File: config.mk
export PLATFORM = sky130hd
export DESIGN_NAME = stopwatch_bcd_counter
export DESIGN_NICKNAME = d
export VERILOG_FILES = /design/src/rtl/stopwatch_bcd_counter.sv
export SDC_FILE = /design/constraint.sdc
export NUM_CORES = 1
export LEC_CHECK = 0
export ABC_AREA = 1
export CORE_MARGIN = 2
export CORE_UTILIZATION = 53
export DETAILED_ROUTE_END_ITERATION = 12
export PLACE_DENSITY = 0.86
export REMOVE_ABC_BUFFERS = 1
export SETUP_SLACK_MARGIN = 0.4
export SYNTH_ARGS = -nofsm -noshare
export SYNTH_HDL_FRONTEND = slang
export SYNTH_SLANG_ARGS = --single-unit
File: constraint.sdc
create_clock -name clk -period 1.65 [get_ports clk]
set_input_delay 0.33 -clock clk [delete_from_list [all_inputs] [get_ports clk]]
set_output_delay 0.33 -clock clk [all_outputs]
set_load 0.005 [all_outputs]
File: src/rtl/stopwatch_bcd_counter.sv
// stopwatch_bcd_counter: M:SS.t stopwatch with four BCD digits and IDLE/RUN/PAUSE control.
// A prescaler divides clk down to TICK_HZ; each tick advances the tenths digit and
// ripples carries up to the minutes digit, which wraps 9:59.9 -> 0:00.0.
// Optional feature: define STOPWATCH_LAP_EN to add the lap input and a lap-hold
// display freeze; without it the display always shows the live count.
`timescale 1ns/1ps
module stopwatch_bcd_counter #(
    parameter int unsigned CLK_HZ  = 50000000,
    parameter int unsigned TICK_HZ = 10
) (
    input  logic       clk,
    input  logic       rst_n,
    input  logic       start_stop,
    input  logic       clear,
`ifdef STOPWATCH_LAP_EN
    input  logic       lap,
`endif
    output logic [3:0] bcd0,
    output logic [3:0] bcd1,
    output logic [3:0] bcd2,
    output logic [3:0] bcd3,
    output logic       running,
    output logic       wrap
);
    localparam int unsigned DIV = ((CLK_HZ / TICK_HZ) > 0) ? (CLK_HZ / TICK_HZ) : 1;
    localparam int unsigned PW  = (DIV > 1) ? $clog2(DIV) : 1;
    localparam logic [PW-1:0] PRE_LAST = PW'(DIV - 1);
    localparam logic [PW-1:0] PRE_ZERO = {PW{1'b0}};

    typedef enum logic [1:0] {
        IDLE  = 2'd0,
        RUN   = 2'd1,
        PAUSE = 2'd2
    } state_e;

    state_e        state_q, state_d;
    logic [PW-1:0] presc_q, presc_d;
    logic [3:0]    d0_q, d0_d, d1_q, d1_d, d2_q, d2_d, d3_q, d3_d;
    logic          running_q, running_d;
    logic          wrap_q, wrap_d;
    logic [15:0]   cnt_q, cnt_d;
    logic [15:0]   disp_q, disp_d;
    logic          tick_s, c1_s, c2_s, c3_s;

    // Advance one BCD digit, returning to zero at its last legal value.
    // Using >= keeps the digit in range even if it were ever corrupted.
    function automatic logic [3:0] digit_inc(input logic [3:0] d, input logic [3:0] last);
        logic [3:0] r;
        if (d >= last) begin
            r = 4'd0;
        end else begin
            r = d + 4'd1;
        end
        return r;
    endfunction

    assign tick_s = (state_q == RUN) && (presc_q == PRE_LAST);
    assign c1_s   = tick_s && (d0_q == 4'd9);
    assign c2_s   = c1_s && (d1_q == 4'd9);
    assign c3_s   = c2_s && (d2_q == 4'd5);
    assign cnt_q  = {d3_q, d2_q, d1_q, d0_q};
    assign cnt_d  = {d3_d, d2_d, d1_d, d0_d};

    // State register.
    always_ff @(posedge clk or negedge rst_n) begin
        if (!rst_n) begin
            state_q <= IDLE;
        end else begin
            state_q <= state_d;
        end
    end

    // Next-state logic: clear wins, otherwise start_stop toggles run/pause.
    always_comb begin
        state_d = state_q;
        if (clear) begin
            state_d = IDLE;
        end else if (start_stop) begin
            case (state_q)
                IDLE:    state_d = RUN;
                RUN:     state_d = PAUSE;
                PAUSE:   state_d = RUN;
                default: state_d = IDLE;
            endcase
        end else begin
            case (state_q)
                IDLE, RUN, PAUSE: state_d = state_q;
                default:          state_d = IDLE;
            endcase
        end
    end

    // FSM output decode: running follows the state being entered.
    always_comb begin
        case (state_d)
            RUN:     running_d = 1'b1;
            IDLE:    running_d = 1'b0;
            PAUSE:   running_d = 1'b0;
            default: running_d = 1'b0;
        endcase
    end

    // Prescaler and digit chain next-state; a tick coincident with start_stop still completes.
    always_comb begin
        presc_d = presc_q;
        d0_d    = d0_q;
        d1_d    = d1_q;
        d2_d    = d2_q;
        d3_d    = d3_q;
        wrap_d  = 1'b0;
        if (clear) begin
            presc_d = PRE_ZERO;
            d0_d    = 4'd0;
            d1_d    = 4'd0;
            d2_d    = 4'd0;
            d3_d    = 4'd0;
        end else begin
            case (state_q)
                RUN: begin
                    if (tick_s) begin
                        presc_d = PRE_ZERO;
                        d0_d    = digit_inc(d0_q, 4'd9);
                    end else begin
                        presc_d = presc_q + PW'(1'b1);
                        d0_d    = d0_q;
                    end
                    if (c1_s) begin
                        d1_d = digit_inc(d1_q, 4'd9);
                    end else begin
                        d1_d = d1_q;
                    end
                    if (c2_s) begin
                        d2_d = digit_inc(d2_q, 4'd5);
                    end else begin
                        d2_d = d2_q;
                    end
                    if (c3_s) begin
                        d3_d = digit_inc(d3_q, 4'd9);
                    end else begin
                        d3_d = d3_q;
                    end
                    wrap_d = c3_s && (d3_q == 4'd9);
                end
                PAUSE: presc_d = presc_q;
                IDLE:  presc_d = PRE_ZERO;
                default: begin
                    presc_d = PRE_ZERO;
                    d0_d    = 4'd0;
                    d1_d    = 4'd0;
                    d2_d    = 4'd0;
                    d3_d    = 4'd0;
                end
            endcase
        end
    end

    // Count registers: prescaler and live digits.
    always_ff @(posedge clk or negedge rst_n) begin
        if (!rst_n) begin
            presc_q <= PRE_ZERO;
            d0_q    <= 4'd0;
            d1_q    <= 4'd0;
            d2_q    <= 4'd0;
            d3_q    <= 4'd0;
        end else begin
            presc_q <= presc_d;
            d0_q    <= d0_d;
            d1_q    <= d1_d;
            d2_q    <= d2_d;
            d3_q    <= d3_d;
        end
    end

`ifdef STOPWATCH_LAP_EN
    logic        hold_q, hold_d;
    logic [15:0] snap_q, snap_d;

    // Lap hold: toggled by lap outside IDLE, snapshot captured as hold engages, released by clear.
    always_comb begin
        hold_d = hold_q;
        snap_d = snap_q;
        if (clear) begin
            hold_d = 1'b0;
        end else if (lap && (state_q != IDLE)) begin
            hold_d = ~hold_q;
            if (!hold_q) begin
                snap_d = cnt_q;
            end else begin
                snap_d = snap_q;
            end
        end else begin
            hold_d = hold_q;
        end
        if (hold_d) begin
            disp_d = snap_d;
        end else begin
            disp_d = cnt_d;
        end
    end

    // Lap hold registers.
    always_ff @(posedge clk or negedge rst_n) begin
        if (!rst_n) begin
            hold_q <= 1'b0;
            snap_q <= 16'h0000;
        end else begin
            hold_q <= hold_d;
            snap_q <= snap_d;
        end
    end
`else
    // Display always mirrors the live count.
    always_comb begin
        disp_d = cnt_d;
    end
`endif

    // Output registers, loaded from next-state values so digits change right after the tick edge.
    always_ff @(posedge clk or negedge rst_n) begin
        if (!rst_n) begin
            disp_q    <= 16'h0000;
            running_q <= 1'b0;
            wrap_q    <= 1'b0;
        end else begin
            disp_q    <= disp_d;
            running_q <= running_d;
            wrap_q    <= wrap_d;
        end
    end

    assign bcd0    = disp_q[3:0];
    assign bcd1    = disp_q[7:4];
    assign bcd2    = disp_q[11:8];
    assign bcd3    = disp_q[15:12];
    assign running = running_q;
    assign wrap    = wrap_q;

endmodule

### Word level (Yosys, flattened, before mapping)

Cells that the tools add are included.

* order comparisons: 4
* muxes and demuxes: 26
* equal/unequal tests: 9
* reductions and logical operators: 8
* add/subtract/negate cells: 5

Operators with widths (count)
* 4-bit 2-to-1 mux: 12
* 23-bit 2-to-1 mux: 2
* 23-bit case mux with 2 select lines: 1
* 4-bit case mux with 2 select lines: 4
* 23-bit by 1-bit adder with 23-bit output (second input constant): 1
* 23-bit equality test (second input constant): 1
* 4-bit by 1-bit adder with 4-bit output (second input constant): 4
* 4-bit equality test (second input constant): 3
* 4-bit >= comparator (second input constant): 3
* 2-bit 2-to-1 mux: 3
* 1-bit logical AND: 5
* 2-bit by 1-bit equality test with 1-bit output (second input constant): 2
* 4-bit by 3-bit equality test with 1-bit output (second input constant): 1
* 4-bit by 3-bit >= comparator with 1-bit output (second input constant): 1
* 2-bit case mux with 2 select lines: 1
* 1-bit 2-to-1 mux: 3
* 3-bit OR reduction: 1
* 2-bit equality test (second input constant): 1
* 2-bit zero test: 1
* 2-bit != test (second input constant): 1
* 2-bit OR reduction: 1

* word-level logic and storage cells: 61
* flip-flop bits (word level): 59
* output and inout port bits: 18

### Longest topological paths before layout

Gate-level depths: netlist of the first run.

* depth in word-level cells: 8
* gate-level depth with buffers: 12
* mapped depth without buffers: 11

### Worst setup path after synthesis of the first run

No wires, ideal clock.

* path type: flip-flop to flip-flop
* from: register, netlist name disp_q[5]
* to: register disp_q[12]
* data arrival time: 1.537 ns
* path buffers: 0
* slack: -0.004 ns
* stages on the path, launching flop included: 10
* clock period less this slack: 1.654 ns
* data required time: 1.534 ns
* library setup time: 0.116 ns
* cells stage by stage: dfrtp_1 > inv_1 > ha_1 > inv_1 > nor3_2 > nand4_2 > nor2_1 > nor2_1 > nand2_1 > nand2_1

RTL lines
* to (signal assigned): line 225 `disp_q <= disp_d;`
* to (decl): line 42 `logic [15:0] disp_q, disp_d;`

### Worst setup path after layout of the first run

* from: register presc_q[22]
* to: register disp_q[12]

* longest elaborated chain between the ends: 8

Ends and longest elaborated chain
* from (decl): line 37 `logic [PW-1:0] presc_q, presc_d;`
* from (signal assigned): line 166 `presc_q <= presc_d;`
* 23-bit equality test: line 57 `assign tick_s = (state_q == RUN) && (presc_q == PRE_LAST);`
* 1-bit logical AND: line 57
* 1-bit logical AND: line 58 `assign c1_s = tick_s && (d0_q == 4'd9);`
* 1-bit logical AND: line 59 `assign c2_s = c1_s && (d1_q == 4'd9);`
* 1-bit logical AND: line 60 `assign c3_s = c2_s && (d2_q == 4'd5);`
* 4-bit 2-to-1 mux: line 137 `if (c3_s) begin`
* 4-bit case mux with 2 select lines: line 118 `case (state_q)`
* 4-bit 2-to-1 mux: line 111 `if (clear) begin`
* net d3_d[0]: line 38 `logic [3:0] d0_q, d0_d, d1_q, d1_d, d2_q, d2_d, d3_q, d3_d;`

The timed path passes the listed nets, and every way through them passes these cells.
A chain may end at the register's enable or synchronous reset.

==> run summary, run 1 <==
Buffers placed on the I/O ports in this run total 21. In this run the worst path has a maximum fanout of 6. The path type of the worst setup path is reg -> reg. The most numerous cell type found on the critical path is sky130_fd_sc_hd__nand2_1.

The kind of launch point of the worst setup path was a flop. The overall routing resource usage was 36.8%; the number of filler instances in the final layout was 220. Leaving out fill and tap cells, the most frequent cell in the layout is sky130_fd_sc_hd__buf_4. In the routed design, unresolved DRC markers number 0. For the finished layout, the period the worst path requires is 1980 ps.

The initial detailed-routing violation count was 771; the number of buffers created by CTS was 5. In the final routed layout, each cell accounts on average for 24.3 µm. The run gives 35 as the number of library cell types mapped by synthesis. The run gives 504 MHz as the fmax.

TritonCTS built the clock tree. Of the post-synthesis cell area, the dominant cell type holds 38.9%. The number of standard cells in the final layout excluding fillers was 568; the synthesized instance count was 367.

Largest area contributor in the synthesized netlist: sky130_fd_sc_hd__dfrtp_1. At the pin with the least slew margin, the transition time is 466 ps. Of the synthesized area, sequential elements account for 38.9%. The Yosys warning count is 0, and the weighted congestion at the end of routability-driven global placement is 0.942. The final hold violation count is 0. After synthesis, the mean cell area works out to 7.54 µm². Clock latency on the worst-skew pair, taken at its later pin, is 320 ps.

The number of max-slew violations in the final report came out at 0. The run finished, with violations left. Share of the core filled with cells in the final layout: 88.0%. After clock tree synthesis, the clock-pin slew on the worst setup and hold paths is 100 ps. The cell total after placement is 498. The total power draw is 2.24 mW. The routed design has 13,800 µm of wire.

Of the total power, registers draw 48.5%. The first detailed-routing pass took 8 iterations. Detailed placement ended at an HPWL of 5240 µm. In this run the static leakage power is 2.02 nW.

The first-pass GRT wire length is 16,900 µm. The worst path arrival time was 2200 ps. The number of global-route vias before repair is 3,363, and the chip height is 76.3 µm. In this run the number of H-tree levels came out at 2. The number of primary I/O pins was 22. The clock net sink count is 43.

The die covers 0.00582 mm². The run gives 0 as the post-detailed-route count of antenna-violating nets. Of the available clock period, the critical path in the final layout requires 120%. Synthesis inferred 43 register bits.

For this configuration, the core starts out at a cell density of 54.5%. The initialized floorplan defines 26 standard-cell rows. Walking the worst path, the cells encountered are inv_1 > nor2_1 > nand2_1 > nor2_4 > nand3_4 > nor2_4 > nand4_4 > nor2_2 > nor2_1 > nand2_1 > nand2_1. The tools report the largest net degree at the start of global routing as 20.

The number of antenna violations at the first check in global routing came out at 0. The total standard cell area after synthesis is 0.00277 mm², and the total core area is 0.00507 mm². The worst hold-check path type was in -> async. The power density over the cells is 503 mW/mm², and the required time reported for the critical path endpoint is 1860 ps.

Maximum buffer depth of the clock tree: 2. The biggest cell delay along the critical path is 420 ps. Detailed routing inserted a total of 3,884 vias. The tools report the internal power as 1.59 mW. On the final layout, the worst clock skew is 15.6 ps.

The checks that failed: negative setup slack. The worst setup path is captured at a flop. Summed over all nets, the switching power comes to 651 µW. The global route total overflow is 0, and the setup slack after layout is -335 ps. The tools report the clock root buffer master as sky130_fd_sc_hd__clkbuf_8. The width of the chip is 76.3 µm.

The number of vias per cell after detailed routing works out to 6.84. The cell with the largest stage delay on the worst path is sky130_fd_sc_hd__dfrtp_1. The repair_antennas step left the layout with diodes totalling 0. In this run, the clock network consumes 35.7% of the power. For the count of endpoints failing setup in the final report, the log shows 42. The library cells used most frequently in the layout, excluding fill and tap cells, are sky130_fd_sc_hd__buf_4 (75), sky130_fd_sc_hd__nand2_1 (68), sky130_fd_sc_hd__inv_1 (38). The count of max-cap constraint violations is 0, and the net switching fraction of the power is 29.0%. VDD sags by at most 0.453 mV.

The part of the total power dissipated in combinational logic is 15.8%, and the fraction of layout instances using a drive strength above 1 is 49.2%. Setup repair after global routing could not meet its margin everywhere. The net count of the finished layout is 514.

After synthesis, the cell types taking the most area are sky130_fd_sc_hd__dfrtp_1 (39%), sky130_fd_sc_hd__nand2_1 (11%), sky130_fd_sc_hd__inv_1 (6.0%). The worst relative slew slack was 68.9%; the layout-stage area growth over the synthesis result was 61.3%.
[synthesized netlist by cell type]
| cell | count |
|---|---|
| sky130_fd_sc_hd__o21ai_2 | 1 |
| sky130_fd_sc_hd__nand2_2 | 5 |
| sky130_fd_sc_hd__nand2_1 | 83 |
| sky130_fd_sc_hd__nand3_1 | 24 |
| sky130_fd_sc_hd__a21oi_2 | 2 |
| sky130_fd_sc_hd__inv_1 | 44 |
| sky130_fd_sc_hd__buf_4 | 1 |
| sky130_fd_sc_hd__nor3_2 | 5 |
| sky130_fd_sc_hd__nor4_1 | 2 |
| sky130_fd_sc_hd__nor3_1 | 11 |
| sky130_fd_sc_hd__a2bb2oi_1 | 2 |
| sky130_fd_sc_hd__o211ai_1 | 3 |
| sky130_fd_sc_hd__nand3_4 | 1 |
| sky130_fd_sc_hd__inv_2 | 13 |
| sky130_fd_sc_hd__clkinv_1 | 1 |
| sky130_fd_sc_hd__a22oi_1 | 1 |
| sky130_fd_sc_hd__a21oi_1 | 22 |
| sky130_fd_sc_hd__dfrtp_1 | 43 |
| sky130_fd_sc_hd__nand3b_1 | 1 |
| sky130_fd_sc_hd__o21ai_1 | 5 |
| sky130_fd_sc_hd__buf_6 | 1 |
| sky130_fd_sc_hd__nor2_4 | 3 |
| sky130_fd_sc_hd__o22ai_1 | 4 |
| sky130_fd_sc_hd__buf_2 | 2 |
| sky130_fd_sc_hd__a31oi_1 | 3 |
| sky130_fd_sc_hd__o21ai_0 | 9 |
| sky130_fd_sc_hd__nand4_1 | 9 |
| sky130_fd_sc_hd__a211oi_1 | 4 |
| sky130_fd_sc_hd__xor2_1 | 3 |
| sky130_fd_sc_hd__nand3_2 | 2 |
| sky130_fd_sc_hd__nand4_2 | 2 |
| sky130_fd_sc_hd__a22o_1 | 1 |
| sky130_fd_sc_hd__nor2_2 | 10 |
| sky130_fd_sc_hd__nor2_1 | 31 |
| sky130_fd_sc_hd__ha_1 | 13 |
[layer usage]
layer / routed length (µm) / GRT usage [%] / vias to the layer above / share of wire, %
met2: 5810 / 58.1 / 489 / 42
met3: 1920 / 7.46 / 174 / 14
met5: 0 / 0 / - / 0
li1: - / - / 1468 / -
met1: 4730 / 46.5 / 1753 / 34
met4: 1330 / 22.7 / 0 / 9.7
[cells by family after synthesis]
group / synth area share [%]
simple gates: 33.2
buf+inv: 8.91
compound gates: 12.2
flops: 38.9
fa+ha+maj: 5.88
xor+xnor: 0.950
[power groups by stage]
stage	sequential [mW]	clock, mW	combinational [mW]
2_1_floorplan	1.10	0	0.0929
3_3_place_gp	1.10	0	0.187
3_5_place_dp	1.10	0	0.194
4_1_cts	1.09	0.755	0.246
5_1_grt	1.09	0.835	0.371
6_report	1.09	0.801	0.354
[state kept, by name (all words and copies together), names as in the netlist]
| register | flops |
|---|---|
| state_q | 2 |
| wrap | 1 |
| d3_q | 1 |
| presc_q | 23 |
| disp_q | 15 |
| running | 1 |
[layout make-up]
cell class              count  area (µm²)  area share (%)
clock buffers               8         100            2.24
well taps                  70        87.6            1.96
repair buffers            127        1110            24.9
flip-flops and latches     43        1080            24.3
inverters                  58         243            5.44
multi-input cells         262        1840            41.2
[path summary, 6_finish.rpt]
path	from	endpoint	slack (ps)	cells after the start
hold / removal	rst_n	presc_q[7]	500	2
setup / recovery	presc_q[22]	disp_q[12]	-330	11
setup reg to reg	presc_q[22]	disp_q[12]	-330	11
min in group clk	presc_q[19]	presc_q[19]	570	2
max in group asynchronous	rst_n	disp_q[0]	550	3
hold reg to reg	presc_q[19]	presc_q[19]	570	2
[worst max-delay path: cells and delay by family, from the launching register on]
kind                   cells  cell delay [ps]
AND/OR/NAND/NOR           10             1340
buffers and inverters      1              110
flip-flops                 1              420
[stage by stage]
step,worst slack [ps],setup TNS [ps],instance area [µm²],hold slack [ps]
6_report,-335,-9260,4470,499
4_1_cts,-14.7,-63.0,4050,509
3_3_place_gp,-133,-1400,3360,288
3_5_place_dp,-180,-2780,3360,294
2_1_floorplan,-20.6,-47.7,2740,34.4
5_1_grt,-333,-9790,4470,534
[repair_timing]
item | 4_1_cts | 5_1_grt
resized for setup | 133 | 74
pin swaps | 31 | 25
hold endpoints to repair | 17 | 0
setup endpoints to repair | 59 | 58
hold buffers | 1 | 0
setup buffers | 36 | 25
No activity file was read; power rests on OpenSTA's default activity.
==> inputs of run 2 (changes only) <==
PLACE_DENSITY = default   (was 0.86)
PLACE_DENSITY_LB_ADDON = 0.3   (was default)
TNS_END_PERCENT = 10   (was default)
==> run 2 against run 1 <==
Against the previous run:
- via count shrank 19%
- worst setup slack gained 160 ps
- die area is the same
- critical path depth shrank 1
- power shrank 5.8%
- register-to-register slack gained 160 ps
- the run still ends with negative setup slack left
- final area shrank 11%
- sequential power is essentially flat
- clock-buffer cell count is the same
- non-clock buffer count shrank 43
- largest cell class unchanged
==> run summary, run 2 (synthesized netlist as in run 1, its figures left out) <==
In this run the critical register-to-register path is launched from presc_q[8]. The number of max-slew violations in the final report is 0 (unchanged), and the worst hold-check slack is 507 ps (+7.62 ps). For the maximum buffer depth of the clock tree, the log shows 2 (unchanged).

Setup repair after global routing could not meet its margin everywhere. In the final layout, the registers with the most flip-flops are presc_q: 23 flops, disp_q: 15 flops, state_q: 2 flops. Cell total after placement: 496 (-0.40%). The count of max-cap constraint violations came out at 0 (unchanged). The maximum fanout encountered on the critical timing path is 6 (unchanged). The library cell used most frequently in the layout, excluding fill and tap cells, is sky130_fd_sc_hd__nand2_1. The worst relative slew slack was 68.8% (-0.094 points).

The final clock skew was 12.7 ps (-2.88 ps); the biggest cell delay along the critical path was 390 ps (-30 ps). Worst reg2reg path depth: 10 (-1). TritonCTS built the clock tree. The largest net degree at the start of global routing is 26 (+30%). The most critical setup path has its startpoint at presc_q[8]. The worst setup path is launched from a flop. The run gives 548 MHz (+8.8%) as the fmax.

The worst IR drop on VDD is 0.444 mV (-2.0%), and the pre-CTS setup slack is -227 ps (-47.8 ps). The instance area at placement is 0.00336 mm² (about the same). The total core area was 0.00507 mm² (unchanged). For the number of primary I/O pins, the log shows 22 (unchanged).

The nature of the critical path endpoint was a flop. The critical path goes through inv_1 > nor2_1 > nand2_1 > nor2_4 > nand3_4 > nor2_4 > nand4_4 > nand2_1 > nand3_1 > o21ai_1. The final reports fail on negative setup slack.

The time the worst path needs with I/O delays and setup was 1820 ps (-161 ps); the H-tree depth was 2 (unchanged). The width of the chip was 76.3 µm (unchanged). Required time reported for the critical path endpoint: 1870 ps (about the same). Path type of the worst setup path: reg -> reg.

The tree is rooted in a sky130_fd_sc_hd__clkbuf_8. The power density over the cells was 533 mW/mm² (+6.1%). In this run the worst setup path terminates at disp_q[13]. The clock net sink count is 43 (unchanged), and the area of the multi-input gates is 0.00177 mm² (-3.9%).

The number of standard cells in the final layout excluding fillers came out at 525 (-7.6%). The post-CTS clock slew at the launch and capture registers of the worst setup and hold paths works out to 90 ps (about the same). The weighted congestion at the end of routability-driven global placement was 0.904 (-4.0%); the post-route setup TNS was -3150 ps (+6110 ps). The standard-cell row count was 26 (unchanged); the fraction of layout instances using a drive strength above 1 was 40.9% (-8.3 points).

Initial detailed-routing violation count: 438 (-43%). The first-pass GRT wire length came out at 12,900 µm (-24%). The number of flip-flops under the largest register name was 23 (unchanged); the final hold violation count was 0 (unchanged). For the global route total overflow, the log shows 0 (unchanged).

The slew at the pin with the worst max-slew slack came out at 467 ps (+1.42 ps). Number of nets in the layout: 471 (-8.4%). The share of the clock period used by the worst path is 111% (-9.7 points). The finished layout cell area was 0.00396 mm² (-11%).

The flow ran to the end, but the final reports show violations. For the clock network latency to the later pin of the worst-skew pair, the log shows 300 ps (-20 ps). The overall routing resource usage was 27.8% (-9.1 points); the number of antenna violations at the first check in global routing was 0 (unchanged).

The post-detailed-route count of antenna-violating nets was 0 (unchanged); the via count was 3,162 (-19%). The remaining routing DRC violations was 0 (unchanged); the leakage power was 1.77 nW (-12%). The register with the most flip-flops was presc_q. The post-detailed-route wirelength per cell is 18.0 µm (-26%). The layout-stage area growth over the synthesis result works out to 43.2%. The die area was 0.00582 mm² (unchanged). Worst path arrival time: 2050 ps (-150 ps). The tools report the total inserted antenna cells as 0 (unchanged).

For the setup slack of the most critical reg-to-reg path, the log shows -170 ps (+160 ps). The port buffer count was 21 (unchanged); the setup slack after layout was -174 ps (+161 ps). The cell depth of the worst setup path is 10 (-1). Worst hold-check path type: in -> async.

HPWL reported at the end of detailed placement: 5080 µm (-3.0%). The number of global-route vias before repair was 2,754 (-18%). Number of search-and-repair iterations in the first detailed-routing pass: 5 (-3).

For the number of filler instances in the final layout, the log shows 329 (+50%). The count of endpoints failing setup in the final report was 38 (-9.5%). The effective utilization at floorplan is 54.5% (unchanged). The family with the most delay on the worst path was simple AND/OR/NAND/NOR gates.

The final wirelength came out at 9450 µm (-31%). The run gives 5 (unchanged) as the number of buffers created by CTS. Destination of the worst register-to-register timing path: disp_q[13]. The library cells used most frequently in the layout, excluding fill and tap cells, are sky130_fd_sc_hd__nand2_1 (72), sky130_fd_sc_hd__buf_4 (46), sky130_fd_sc_hd__inv_1 (42).

Chip height: 76.3 µm (unchanged). The register area came out at 0.00108 mm² (unchanged). The number of vias per cell after detailed routing is 6.02 (-12%). The number of buffers and inverters on the critical path was 1 (unchanged).

For this design, the slowest cell found on the critical path is sky130_fd_sc_hd__dfrtp_1.
-- run 2: metrics by stage --
| step | total power [mW] | utilization (%) |
|---|---|---|
| final | 2.11 | 78.1 |
| after global placement | 1.30 | 66.2 |
| after global routing | 2.17 | 78.1 |
| after CTS | 2.08 | 74.3 |
| after floorplan | 1.19 | - |
| after detailed placement | 1.30 | 66.2 |
-- run 2: area by class of cell --
class,count,area share (%)
Clock buffer,8,2.53
Inverter,58,5.84
Multi-Input combinational cell,262,44.6
Sequential cell,43,27.3
Tap cell,70,2.21
Timing Repair Buffer,84,17.5
-- run 2: worst min-delay path by stage --
stage,from,to,slack (ps),cells after the start
floorplan,rst_n,d3_q[3],30,0
global placement,rst_n,presc_q[5],300,1
detailed placement,rst_n,presc_q[5],310,1
CTS,presc_q[22],presc_q[22],500,2
global route,rst_n,presc_q[7],550,2
finish,rst_n,presc_q[7],510,2
-- run 2: per-layer routing --
layer | routed length [µm] | track usage, % | vias to the layer above
li1 | - | - | 1394
met1 | 3710 | 36.1 | 1500
met2 | 4520 | 46.2 | 219
met3 | 763 | 3.91 | 49
met4 | 454 | 12.5 | 0
met5 | 0 | 0 | -
-- run 2: repair_timing --
| action | in CTS | in global routing |
|---|---|---|
| endpoints found under the hold margin | 18 | 0 |
| buffers inserted | 7 | 13 |
| setup endpoints to repair | 58 | 53 |
| pin swaps | 50 | 33 |
| resized for setup | 144 | 32 |
| hold buffers | 1 | 0 |
-- run 2: power by group --
part,internal [mW],switching [mW],leakage (nW)
clock,0.383,0.380,0.0515
combinational,0.0981,0.164,1.14
sequential,1.07,0.0178,0.587
total,1.55,0.562,1.77
==> inputs of run 3 (changes only) <==
CTS_CLUSTER_SIZE = 16   (was default)
GPL_ROUTABILITY_DRIVEN = 0   (was default)
==> run 3 against run 2 <==
Against the previous run:
- the flow still finishes with violations (negative setup slack)
- die area is the same
- sequential share of layout area increased by 0.84 points
- final cell count decreased by 1.7%
- critical endpoint unchanged
- largest power group unchanged
==> run summary, run 3 (synthesized netlist as in run 1, its figures left out) <==
The port buffer count was 21 (unchanged). The number of antenna violations at the first check in global routing came out at 0 (unchanged). Traced cell by cell, the critical path runs through inv_1 > nor2_1 > nand2_1 > nor2_4 > nand3_4 > nor2_4 > nand4_4 > nand2_1 > nand3_1 > o21ai_1.

The leakage power is 1.75 nW (-1.4%). The final wirelength came out at 8120 µm (-14%). The H-tree depth came out at 2 (unchanged).

The post-CTS clock slew at the launch and capture registers of the worst setup and hold paths was 90 ps (about the same); the global route total overflow was 0 (unchanged). TritonCTS built the clock tree. For the number of max-slew violations in the final report, the log shows 0 (unchanged). The final hold violation count was 0 (unchanged). For the setup slack after layout, the log shows -84.1 ps (+90.1 ps). Setup repair after global routing could not meet its margin everywhere. The tools report the number of buffers created by CTS as 5 (unchanged). The path type of the worst setup path was reg -> reg.

The tools report the count of endpoints failing setup in the final report as 9 (-76%). The flow ran to the end, but the final reports show violations. The layout-stage area growth over the synthesis result is 38.6%. The required time reported for the critical path endpoint is 1880 ps (about the same). The number of buffers and inverters on the critical path was 1 (unchanged); the post-route setup TNS was -275 ps (+2870 ps). For the die area, the log shows 0.00582 mm² (unchanged). The tree is rooted in a sky130_fd_sc_hd__clkbuf_8. The power density over the cells was 574 mW/mm² (+7.6%); the number of nets in the layout was 462 (-1.9%). For the post-detailed-route count of antenna-violating nets, the log shows 0 (unchanged). For the clock network latency to the later pin of the worst-skew pair, the log shows 300 ps (about the same). The slowest stage of the critical path belongs to the cell sky130_fd_sc_hd__dfrtp_1.

The tools report the worst path arrival time as 1960 ps (-90 ps). Kind of launch point of the worst setup path: a flop. The maximum fanout encountered on the critical timing path came out at 6 (unchanged).

The path class of the tightest hold or removal check is in -> reg. The tools report the number of standard cells in the final layout excluding fillers as 516 (-1.7%). The tools report the instance area at placement as 0.00335 mm² (-0.22%). The final clock skew came out at 10.7 ps (-2.00 ps). In the layout the commonest cells are sky130_fd_sc_hd__nand2_1 (71), sky130_fd_sc_hd__inv_1 (42), sky130_fd_sc_hd__buf_4 (41). The number of vias per cell after detailed routing was 5.65 (-6.1%).

The tools report the number of global-route vias before repair as 2,777 (+0.84%). The worst IR drop on VDD was 0.580 mV (+31%). The register with the most flip-flops was presc_q. The slew at the pin with the worst max-slew slack is 398 ps (-69.3 ps), and the fraction of layout instances using a drive strength above 1 is 36.5% (-4.3 points). The maximum buffer depth of the clock tree is 2 (unchanged). The via count is 2,917 (-7.7%), and the finished layout cell area is 0.00383 mm² (-3.2%). In the final layout, the registers with the most flip-flops are presc_q: 23 flops, disp_q: 15 flops, state_q: 2 flops. The width of the chip was 76.3 µm (unchanged).

On the critical path the largest part of the delay comes from simple AND/OR/NAND/NOR gates. The overall routing resource usage is 27.1% (-0.67 points), and the number of search-and-repair iterations in the first detailed-routing pass is 5 (unchanged). The logs give 577 MHz (+5.2%) for the fmax and 4920 µm (-3.0%) for the HPWL reported at the end of detailed placement. The clock net sink count was 43 (unchanged).

The run gives 54.5% (unchanged) as the effective utilization at floorplan. The standard-cell row count is 26 (unchanged), and the number of filler instances in the final layout is 358 (+8.8%). The checks that failed: negative setup slack. The remaining routing DRC violations was 0 (unchanged); the largest net degree at the start of global routing was 28 (+7.7%). The number of flip-flops under the largest register name came out at 23 (unchanged). Pre-CTS setup slack: -204 ps (+23.5 ps). The post-detailed-route wirelength per cell was 15.7 µm (-13%). The tools report the count of max-cap constraint violations as 0 (unchanged). Number of primary I/O pins: 22 (unchanged). The total inserted antenna cells is 0 (unchanged). Share of the clock period used by the worst path: 105% (-5.5 points). The cell total after placement was 495 (-0.20%); the chip height was 76.3 µm (unchanged). The total core area is 0.00507 mm² (unchanged), and the worst relative slew slack is 73.5% (+4.6 points).

For the first-pass GRT wire length, the log shows 12,800 µm (-0.64%). The worst setup path is captured at a flop. The biggest cell delay along the critical path is 370 ps (-20 ps), and the time the worst path needs with I/O delays and setup is 1730 ps (-90.1 ps).

The run gives 221 (-50%) as the initial detailed-routing violation count. The most common cell after layout, fill and taps aside was sky130_fd_sc_hd__nand2_1.
==> run 3: cell types whose count changed in the layout (fill, tap and decap cells not counted), moves of 3 or more <==
cell	previous run	this run
sky130_fd_sc_hd__buf_4	46	41
sky130_fd_sc_hd__nor3_2	7	2
sky130_fd_sc_hd__a21oi_2	9	6
sky130_fd_sc_hd__nor2_2	10	13
sky130_fd_sc_hd__nor3_1	6	10
sky130_fd_sc_hd__nor2_4	13	7
sky130_fd_sc_hd__a21oi_1	15	18
sky130_fd_sc_hd__nor2_1	21	24
sky130_fd_sc_hd__buf_6	18	14
sky130_fd_sc_hd__o21ai_1	6	9
==> run 3: stage by stage <==
step                utilization (%)  hold WS (ps)  power (mW)
floorplan                         -          34.4        1.19
global placement               66.1           282        1.30
detailed placement             66.1           281        1.30
CTS                            72.6           491        2.19
global route                   75.6           452        2.28
finish                         75.6           452        2.20
==> run 3: report_power, final <==
group	switching, mW	total (mW)	internal (mW)
combinational	0.158	0.252	0.0938
clock	0.373	0.863	0.490
sequential	0.0166	1.09	1.07
total	0.548	2.20	1.65
==> run 3: cell type report <==
| cell class | count | area (µm²) | area share (%) |
|---|---|---|---|
| clock buffer | 6 | 82.6 | 2.15 |
| multi-input combinational | 262 | 1700 | 44.3 |
| tap | 70 | 87.6 | 2.28 |
| clock inverter | 2 | 35.0 | 0.914 |
| sequential | 43 | 1080 | 28.2 |
| timing repair buffer | 75 | 618 | 16.1 |
| inverter | 58 | 230 | 6.00 |
==> run 3: path summary, 6_finish.rpt <==
kind / startpoint / end / slack (ps) / cells after the start
worst max-delay path: presc_q[8] / disp_q[13] / -80 / 10
worst min-delay path: clear / disp_q[8] / 450 / 3
worst max register to register: presc_q[8] / disp_q[13] / -80 / 10
worst min register to register: presc_q[22] / presc_q[22] / 520 / 2
max in group asynchronous: rst_n / disp_q[12] / 670 / 3
min in group asynchronous: rst_n / presc_q[7] / 480 / 2
==> run 3: layer usage <==
| layer | up-vias | global-route usage (%) | part of all wire [%] |
|---|---|---|---|
| met1 | 1413 | 35.3 | 42 |
| met2 | 124 | 45.2 | 51 |
| met4 | 0 | 10.7 | 1.7 |
| met5 | - | 0 | 0 |
| li1 | 1366 | - | - |
| met3 | 14 | 4.50 | 5.9 |
==> run 3: tightest hold or removal path, stage by stage <==
cell	delay, ps
sky130_fd_sc_hd__dlymetal6s2s_1	130
sky130_fd_sc_hd__buf_4	220
sky130_fd_sc_hd__a21oi_2	40
==> run 3: what timing repair did <==
item | in CTS | in global routing
setup endpoints to repair | 58 | 54
buffers inserted | 6 | 6
endpoints found under the hold margin | 16 | 0
pin swaps | 24 | 23
hold buffers | 1 | 0
resized for setup | 108 | 42
